File: src/rtl/tcon_pkg.sv
// Shared constants, entry layout and select helper for the tcon_sel_fifo slice.
// Optional parity bit per entry is enabled by defining TCON_SEL_PARITY_EN.
package tcon_pkg;

  localparam int TCON_WIDTH = 8;
  localparam int TCON_DEPTH = 2;
  localparam int TCON_CNT_W = 16;

`ifdef TCON_SEL_PARITY_EN
  localparam int TCON_PAR_W = 1;
`else
  localparam int TCON_PAR_W = 0;
`endif

  // Entry layout at the default bus width: {pass, mux[, par]}, pass in the MSBs.
  typedef struct packed {
    logic [TCON_WIDTH-1:0] pass;
    logic [TCON_WIDTH-1:0] mux;
`ifdef TCON_SEL_PARITY_EN
    logic                  par;
`endif
  } tcon_entry_t;

  // Same layout width for an arbitrary bus width.
  function automatic int tcon_entry_w(input int width);
    return 2 * width + TCON_PAR_W;
  endfunction

  // Bit-slice of the transfer-control selector: sel picks the override bus.
  function automatic logic tcon_sel(input logic sel, input logic a, input logic b);
    return sel ? b : a;
  endfunction

endpackage

File: src/rtl/tcon_fifo_store.sv
// DEPTH-entry register FIFO with wrap-around pointers and an occupancy count.
// Head data reads as zero while empty. Entry width includes parity under TCON_SEL_PARITY_EN.
module tcon_fifo_store #(
  parameter int DATA_W = 16,
  parameter int DEPTH  = 2,
  localparam int PTR_W = $clog2(DEPTH),
  localparam int OCC_W = PTR_W + 1
) (
  input  logic              clk,
  input  logic              rst_n,
  input  logic              i_push,
  input  logic              i_pop,
  input  logic [DATA_W-1:0] i_data,
  output logic [DATA_W-1:0] o_data,
  output logic [OCC_W-1:0]  o_count,
  output logic              o_not_full,
  output logic              o_not_empty
);

  localparam logic [OCC_W-1:0] FULL_CNT = OCC_W'(DEPTH);

  logic [DATA_W-1:0] r_mem [DEPTH];
  logic [PTR_W-1:0]  r_wr_ptr;
  logic [PTR_W-1:0]  r_rd_ptr;
  logic [OCC_W-1:0]  r_count;

  // NOTE: storage has no reset; stale contents are never visible because the
  // head is gated to zero while empty, and a reset empties the FIFO.
  always_ff @(posedge clk) begin
    if (i_push) r_mem[r_wr_ptr] <= i_data;
  end

  // NOTE: sequential state uses non-blocking assignments only, so every
  // register samples pre-edge values regardless of statement order.
  always_ff @(posedge clk or negedge rst_n) begin
    if (!rst_n) begin
      r_wr_ptr <= '0;
      r_rd_ptr <= '0;
      r_count  <= '0;
    end else begin
      if (i_push) r_wr_ptr <= r_wr_ptr + 1'b1;
      if (i_pop)  r_rd_ptr <= r_rd_ptr + 1'b1;
      unique case ({i_push, i_pop})
        2'b10:   r_count <= r_count + 1'b1;
        2'b01:   r_count <= r_count - 1'b1;
        default: r_count <= r_count;
      endcase
    end
  end

  assign o_not_empty = (r_count != '0);
  assign o_not_full  = (r_count != FULL_CNT);
  assign o_count     = r_count;
  assign o_data      = o_not_empty ? r_mem[r_rd_ptr] : '0;

endmodule

File: src/rtl/tcon_sel_fifo.sv
// Registered two-bus selector: stores {A, sel ? B : A} per beat in an output FIFO
// and counts override beats. Define TCON_SEL_PARITY_EN to add the out_par port.
module tcon_sel_fifo
  import tcon_pkg::*;
#(
  parameter int WIDTH = TCON_WIDTH,
  parameter int DEPTH = TCON_DEPTH,
  parameter int CNT_W = TCON_CNT_W,
  localparam int OCC_W = $clog2(DEPTH) + 1
) (
  input  logic             clk,
  input  logic             rst_n,
  input  logic             in_valid,
  output logic             in_ready,
  input  logic             in_sel,
  input  logic [WIDTH-1:0] in_a,
  input  logic [WIDTH-1:0] in_b,
  output logic             out_valid,
  input  logic             out_ready,
  output logic [WIDTH-1:0] out_pass,
  output logic [WIDTH-1:0] out_mux,
  output logic [OCC_W-1:0] occupancy,
  output logic [CNT_W-1:0] ovr_cnt,
`ifdef TCON_SEL_PARITY_EN
  output logic             out_par,
`endif
  input  logic             clr_cnt
);

  localparam int               ENTRY_W = tcon_entry_w(WIDTH);
  localparam logic [CNT_W-1:0] CNT_MAX = '1;

  logic               w_push;
  logic               w_pop;
  logic [WIDTH-1:0]   w_mux;
  logic [ENTRY_W-1:0] w_wr_entry;
  logic [ENTRY_W-1:0] w_rd_entry;
  logic [CNT_W-1:0]   r_ovr_cnt;

  // in_ready comes straight from stored occupancy, so a pop never frees a
  // slot for a push in the same cycle.
  assign w_push = in_valid & in_ready;
  assign w_pop  = out_valid & out_ready;

  // NOTE: combinational outputs get a default before the loop so no path
  // leaves them unassigned and no latch is inferred.
  always_comb begin
    w_mux = '0;
    for (int i = 0; i < WIDTH; i++) w_mux[i] = tcon_sel(in_sel, in_a[i], in_b[i]);
  end

`ifdef TCON_SEL_PARITY_EN
  assign w_wr_entry = {in_a, w_mux, ^w_mux};
  assign out_par    = w_rd_entry[0];
`else
  assign w_wr_entry = {in_a, w_mux};
`endif

  tcon_fifo_store #(
    .DATA_W (ENTRY_W),
    .DEPTH  (DEPTH)
  ) u_store (
    .clk         (clk),
    .rst_n       (rst_n),
    .i_push      (w_push),
    .i_pop       (w_pop),
    .i_data      (w_wr_entry),
    .o_data      (w_rd_entry),
    .o_count     (occupancy),
    .o_not_full  (in_ready),
    .o_not_empty (out_valid)
  );

  assign out_pass = w_rd_entry[ENTRY_W-1 -: WIDTH];
  assign out_mux  = w_rd_entry[ENTRY_W-WIDTH-1 -: WIDTH];

  // Clear has priority over a same-edge increment; the count holds at all-ones.
  always_ff @(posedge clk or negedge rst_n) begin
    if (!rst_n) begin
      r_ovr_cnt <= '0;
    end else if (clr_cnt) begin
      r_ovr_cnt <= '0;
    end else if (w_push && in_sel && (r_ovr_cnt != CNT_MAX)) begin
      r_ovr_cnt <= r_ovr_cnt + 1'b1;
    end
  end

  assign ovr_cnt = r_ovr_cnt;

endmodule

File: config.mk
export PLATFORM = sky130hd
export DESIGN_NAME = tcon_sel_fifo
export DESIGN_NICKNAME = d
export VERILOG_FILES = /design/src/rtl/tcon_pkg.sv /design/src/rtl/tcon_fifo_store.sv /design/src/rtl/tcon_sel_fifo.sv
export SDC_FILE = /design/constraint.sdc
export NUM_CORES = 1
export LEC_CHECK = 0
export CORE_ASPECT_RATIO = 1.4
export CORE_UTILIZATION = 45
export DETAILED_ROUTE_END_ITERATION = 8
export PLACE_DENSITY_LB_ADDON = 0.12
export SLEW_MARGIN = 25
export SYNTH_ARGS = -nofsm -noshare
export SYNTH_HDL_FRONTEND = slang
export SYNTH_SLANG_ARGS = --single-unit
File: constraint.sdc
create_clock -name clk -period 1.8 [get_ports clk]
set_clock_uncertainty 0.2 [all_clocks]
set_input_delay 0.36 -clock clk [delete_from_list [all_inputs] [get_ports clk]]
set_output_delay 0.36 -clock clk [all_outputs]
set_load 0.05 [all_outputs]
# ---- Word-level counts from Yosys, hierarchy flattened
# Memory sizes are Yosys's and may differ from the RTL's.
# Cells that the tools add are included.
dict set report classes {
  add_sub_neg 5
  n_eq_ne 4
  n_mux 14
  bitwise 2
  n_reduce_logical 5
}
# op n
set op_table {}
lappend op_table {{two-way mux 16 bit} 3}
lappend op_table {{adder 16 x 1 -> 16 bit (second input constant)} 1}
lappend op_table {{!= test 16 bit (second input constant)} 1}
lappend op_table {{two-way mux 1 bit} 10}
lappend op_table {{nonzero test 2 bit} 3}
lappend op_table {{one-hot mux 2 bit (2 select lines)} 1}
lappend op_table {{adder 1 bit (second input constant)} 2}
lappend op_table {{adder 2 x 1 -> 2 bit (second input constant)} 1}
lappend op_table {{AND 1 bit} 2}
lappend op_table {{equality test 2 x 1 -> 1 bit (second input constant)} 1}
lappend op_table {{equality test 2 bit (second input constant)} 1}
lappend op_table {{logical AND 1 bit} 2}
lappend op_table {{!= test 2 bit (second input constant)} 1}
lappend op_table {{subtractor 2 x 1 -> 2 bit (second input constant)} 1}
dict set report word_totals {
  reg_bits 20
  ram_bits 32
  in_bits 22
  out_inout_bits 36
  wordCells 35
  n_memories 1
}
# memory depth word_bits rd rd_clocked_by_memory_dff wr line
set mem_list {}
lappend mem_list {u_store.r_mem 2 16 1 0 1 tcon_fifo_store.sv:22} ;# logic [DATA_W-1:0] r_mem [DEPTH];

# ---- Logic depth before layout (Yosys ltp)
dict set report depth {
  word_depth 6
  depth_mapped 7
  depth_no_buf 6
}

# ---- By module
# From an unflattened synthesis, not the netlist that was laid out.
dict set report unflattened {
  hier_cells 191
  area_unflattened_um2 2491.1
}
# mod n_inst cells_per_inst area_per_inst_um2 seq_area_each_um2
set modules_own_cells {}
lappend modules_own_cells {tcon_fifo_store 1 84 1401.3 1061.0}
lappend modules_own_cells {tcon_sel_fifo 1 107 1089.8 400.4}

# ---- Worst setup path after synthesis
# No wires, ideal clock.
dict set report synth_timing {
  path_kind {register -> register}
  start {register u_store.r_count[0], in the netlist u_store.o_count[0]}
  end {memory u_store.r_mem[0][0] (enable)}
  setup_ns 0.388
  arrival_time_ns 1.919
  required_ns 1.212
  path_slack_ns -0.707
  path_stages_with_launch 5
  n_path_buf 1
  path_cell_list {dfrtp_1 -> nand2b_1 -> buf_4 -> nand2_1 -> nor2_1}
}
dict set report synth_between {
  elab_chain_len 4
}
# element line
set synth_rtl {}
lappend synth_rtl {{from (decl)} tcon_fifo_store.sv:25} ;# logic [OCC_W-1:0] r_count;
lappend synth_rtl {{from (signal assigned)} tcon_fifo_store.sv:44} ;# 2'b10: r_count <= r_count + 1'b1;
lappend synth_rtl {{from (signal assigned)} tcon_fifo_store.sv:45} ;# 2'b01: r_count <= r_count - 1'b1;
lappend synth_rtl {{from (signal assigned)} tcon_fifo_store.sv:46} ;# default: r_count <= r_count;
lappend synth_rtl {{!= test 2 bit} tcon_fifo_store.sv:52} ;# assign o_not_full = (r_count != FULL_CNT);
lappend synth_rtl {{via in_ready} tcon_sel_fifo.sv:14} ;# output logic in_ready,
lappend synth_rtl {{AND 1 bit} tcon_sel_fifo.sv:42} ;# assign w_push = in_valid & in_ready;
lappend synth_rtl {{two-way mux 1 bit} tcon_fifo_store.sv:30} ;# if (i_push) r_mem[r_wr_ptr] <= i_data;
lappend synth_rtl {{two-way mux 1 bit (not written as such)} tcon_fifo_store.sv:30}
lappend synth_rtl {{to (decl)} tcon_fifo_store.sv:22}
# The timed path passes the listed nets, and every way through them passes these cells.

# ---- Final worst setup path
dict set report layout_timing {
  start {register u_store.r_rd_ptr}
  end {output port out_mux[5]}
}
dict set report layout_between {
  elab_chain_len 2
}
# element line
set layout_rtl {}
lappend layout_rtl {{from (decl)} tcon_fifo_store.sv:24} ;# logic [PTR_W-1:0] r_rd_ptr;
lappend layout_rtl {{from (signal assigned)} tcon_fifo_store.sv:42} ;# if (i_pop) r_rd_ptr <= r_rd_ptr + 1'b1;
lappend layout_rtl {{memory read (2 x 16 bit)} n/a}
lappend layout_rtl {{two-way mux 16 bit} tcon_fifo_store.sv:54} ;# assign o_data = o_not_empty ? r_mem[r_rd_ptr] : '0;
lappend layout_rtl {{to (decl)} tcon_sel_fifo.sv:21} ;# output logic [WIDTH-1:0] out_mux,
# No other way between the ends.

==> qor.txt <==
worst endpoint required time -> 1.24 ns
syn_nets -> 228
sequential-to-total area share from yosys stat -> 0.585
leakage power figure -> 0.00178 uW
Fin. Hold Viols -> 0
first-pass GRT wire length -> 10,900 microns
CP max stage cell -> dfrtp_2
Max Fanout on Critical Path -> 9
nets -> 349
GRT Total Usage -> 0.251
HPWL after detailed placement -> 4270 microns
Worst Tran Pin Value -> 0.356 ns
vias in the first global route -> 2,277
vias per inst -> 5.84
DRC violations left -> 0
Clock transition at path regs -> 0.11 ns
count of hold-fix buffers inserted at cts -> 0
via count -> 2,289
EDFF count, synth -> 32
synth warn -> 0
Die X -> 65.0 microns
# setup viols final -> 35
CP Cell Sequence -> buf_12 -> mux2i_1 -> nor2_2 -> buf_6
initial antenna violation count -> 0
violated checks -> setup timing
CP Launch Point -> u_store.r_rd_ptr
Finished Layout Cells -> 392
Hold WC Path Type -> in2async
nature of the critical path startpoint -> flop
Longest Clk Path Bufs -> 2
Synth cell types -> 37
Total Neg Setup Slack -> -3.39 ns
VDD IR-drop max -> 1.05 mV
Layout Utilization -> 0.882
FMAX -> 498 MHz
DP Cell Count -> 358
Core Area -> 5280 sq um
clk_lat worst skew -> 0.32 ns
Num CTS Buffers -> 5
std cell rows -> 31
Reg-to-Reg Start -> ovr_cnt[7]
Post-Route WL -> 8910 microns
R2R setup slack -> -0.11 ns
Wirelength per Cell -> 22.7 microns
power per cell area -> 1340 nW/um^2
Die Y -> 90.2 microns
share of layout cells above drive strength 1 -> 0.638
MaxCap Viol Count -> 0
Async S/R FF share, synth -> 0.385
Die Footprint -> 5860 sq um
P&R area growth vs syn -> 86.1%
crit path capture -> out_mux[5]
CP Capture Type -> output port
RSZ-0062 raised after global routing -> true
Largest stage delay, worst path -> 0.43 ns
H-tree depth -> 2
Initial Util -> 0.474
power consumption -> 6230 uW
#FFs+latches synth -> 52
1st-iter DRT viols -> 149
Sink Count -> 52
Syn Area/Cell -> 12.3 sq um
Top-Level Pins -> 58
Final min period -> 2.01 ns
CP Class -> reg2out
final-report max-slew violation count -> 0
final RePlAce weighted congestion -> 0.814
port bufs -> 57
Slew HR -> 0.761
CP arrival -> 1.45 ns
status -> complete, but fails checks
largest net degree at the start of global routing -> 26
Clock Root Buffer -> clkbuf_8
ANT cells -> 0
R2R cell count -> 7
final period utilization -> 1.12
first-pass detailed-route iteration total -> 4
antenna viol nets, final -> 0
Gate Count Post-Synth -> 204
CTS tree -> yes
Mapped Area -> 2500 sq um
Congestion Overflow GR -> 0
Primary FF master, synth -> edfxtp_1
pre-CTS setup slack -> -0.294 ns
final worst slack -> -0.209 ns
RR Endpoint -> ovr_cnt[13]
-- registers in the layout, summed over array words and instances, names as in the netlist --
name / count
u_store.o_count: 2
ovr_cnt: 16
u_store.r_rd_ptr: 1
u_store.r_mem: 32
u_store.r_wr_ptr: 1
-- synthesized netlist by cell type, types with 4 or more instances --
| master | count | share of area |
|---|---|---|
| a21oi_1 | 6 | 0.012 |
| clkbuf_1 | 4 | 0.0060 |
| dfrtp_1 | 20 | 0.20 |
| edfxtp_1 | 32 | 0.38 |
| mux2_2 | 16 | 0.072 |
| mux2i_1 | 17 | 0.068 |
| nand2_1 | 10 | 0.015 |
| nand3_1 | 5 | 0.010 |
| nand4_1 | 4 | 0.010 |
| nor2_1 | 30 | 0.045 |
| nor2b_1 | 8 | 0.020 |
| nor4_1 | 6 | 0.015 |
| o31ai_1 | 4 | 0.012 |
-- worst min-delay path by stage --
stage	depth (start not counted)	slack (ns)	start	endpoint
2_1_floorplan	0	-0.14	rst_n	ovr_cnt[0]
3_3_place_gp	1	0.33	u_store.r_wr_ptr	u_store.r_wr_ptr
3_5_place_dp	1	0.36	u_store.r_wr_ptr	u_store.r_wr_ptr
4_1_cts	2	0.19	rst_n	ovr_cnt[0]
5_1_grt	2	0.21	rst_n	ovr_cnt[7]
6_report	2	0.18	rst_n	ovr_cnt[7]
-- logic make-up after synthesis --
logic type / count (synthesis) / share of synthesized area
buffers and inverters: 11 / 0.0215
adder cells (fa/ha/maj): 2 / 0.0100
multiplexers: 33 / 0.140
AND/OR/NAND/NOR: 85 / 0.186
flip-flops: 52 / 0.585
XOR/XNOR: 5 / 0.0175
AO/OA/AOI/OAI: 16 / 0.0400
-- cell type report --
class / count / area [sq um]
Clock inverter: 2 / 38.8
Multi-Input combinational cell: 142 / 1470
Fill cell: 212 / 623
Timing Repair Buffer: 121 / 1480
Sequential cell: 52 / 1490
Inverter: 3 / 13.8
Tap cell: 66 / 82.6
Clock buffer: 6 / 82.6
-- cells in the final DEF (no fill, tap or decap), types with 4 or more instances in the layout --
master,Yosys,final
nor4_4,1,5
nor2_1,30,14
dfrtp_2,0,19
edfxtp_1,32,32
nand3_4,0,4
nor2b_1,8,8
buf_6,1,31
nor2_2,0,5
nand2_1,10,8
clkbuf_8,0,6
mux2i_1,17,7
buf_8,0,6
mux2_2,16,10
clkdlybuf4s50_1,0,20
mux2_4,0,6
nand4_1,4,4
nor2_4,0,11
mux2i_2,0,7
buf_4,1,36
buf_12,0,24
-- where the power goes --
group          switching [uW]  leakage [uW]  total (uW)  internal [uW]
Combinational            2050       0.00118        3670           1620
Sequential                139      0.000537        1670           1530
Clock                     432     0.0000614         888            456
Total                    2620       0.00178        6230           3610
-- layer usage --
| metal | share of wire | track usage | up-vias |
|---|---|---|---|
| li1 | - | - | 997 |
| met1 | 0.36 | 0.261 | 1159 |
| met2 | 0.57 | 0.473 | 108 |
| met3 | 0.039 | 0.0381 | 25 |
| met4 | 0.030 | 0.111 | 0 |
| met5 | 0 | 0 | - |
-- what timing repair did --
item / CTS / global route
gates resized for setup: 54 / 59
setup buffers: 10 / 12
gates cloned: 1 / 3
pin swaps: 12 / 24
setup endpoints to repair: 26 / 49
-- per-stage QoR --
stage	instance area, sq um	hold WS (ns)
6_report	4650	0.177
5_1_grt	4650	0.206
4_1_cts	4250	0.190
3_5_place_dp	3790	0.358
3_3_place_gp	3790	0.331
2_1_floorplan	2700	-0.136
-- worst max-delay path, delay by kind of cell, from the launching register on --
family / cells / cell delay (ns)
DFF: 1 / 0.43
buffers and inverters: 2 / 0.33
muxes: 1 / 0.29
and+or+nand+nor: 1 / 0.08
Power figures use the tool's default switching activity.
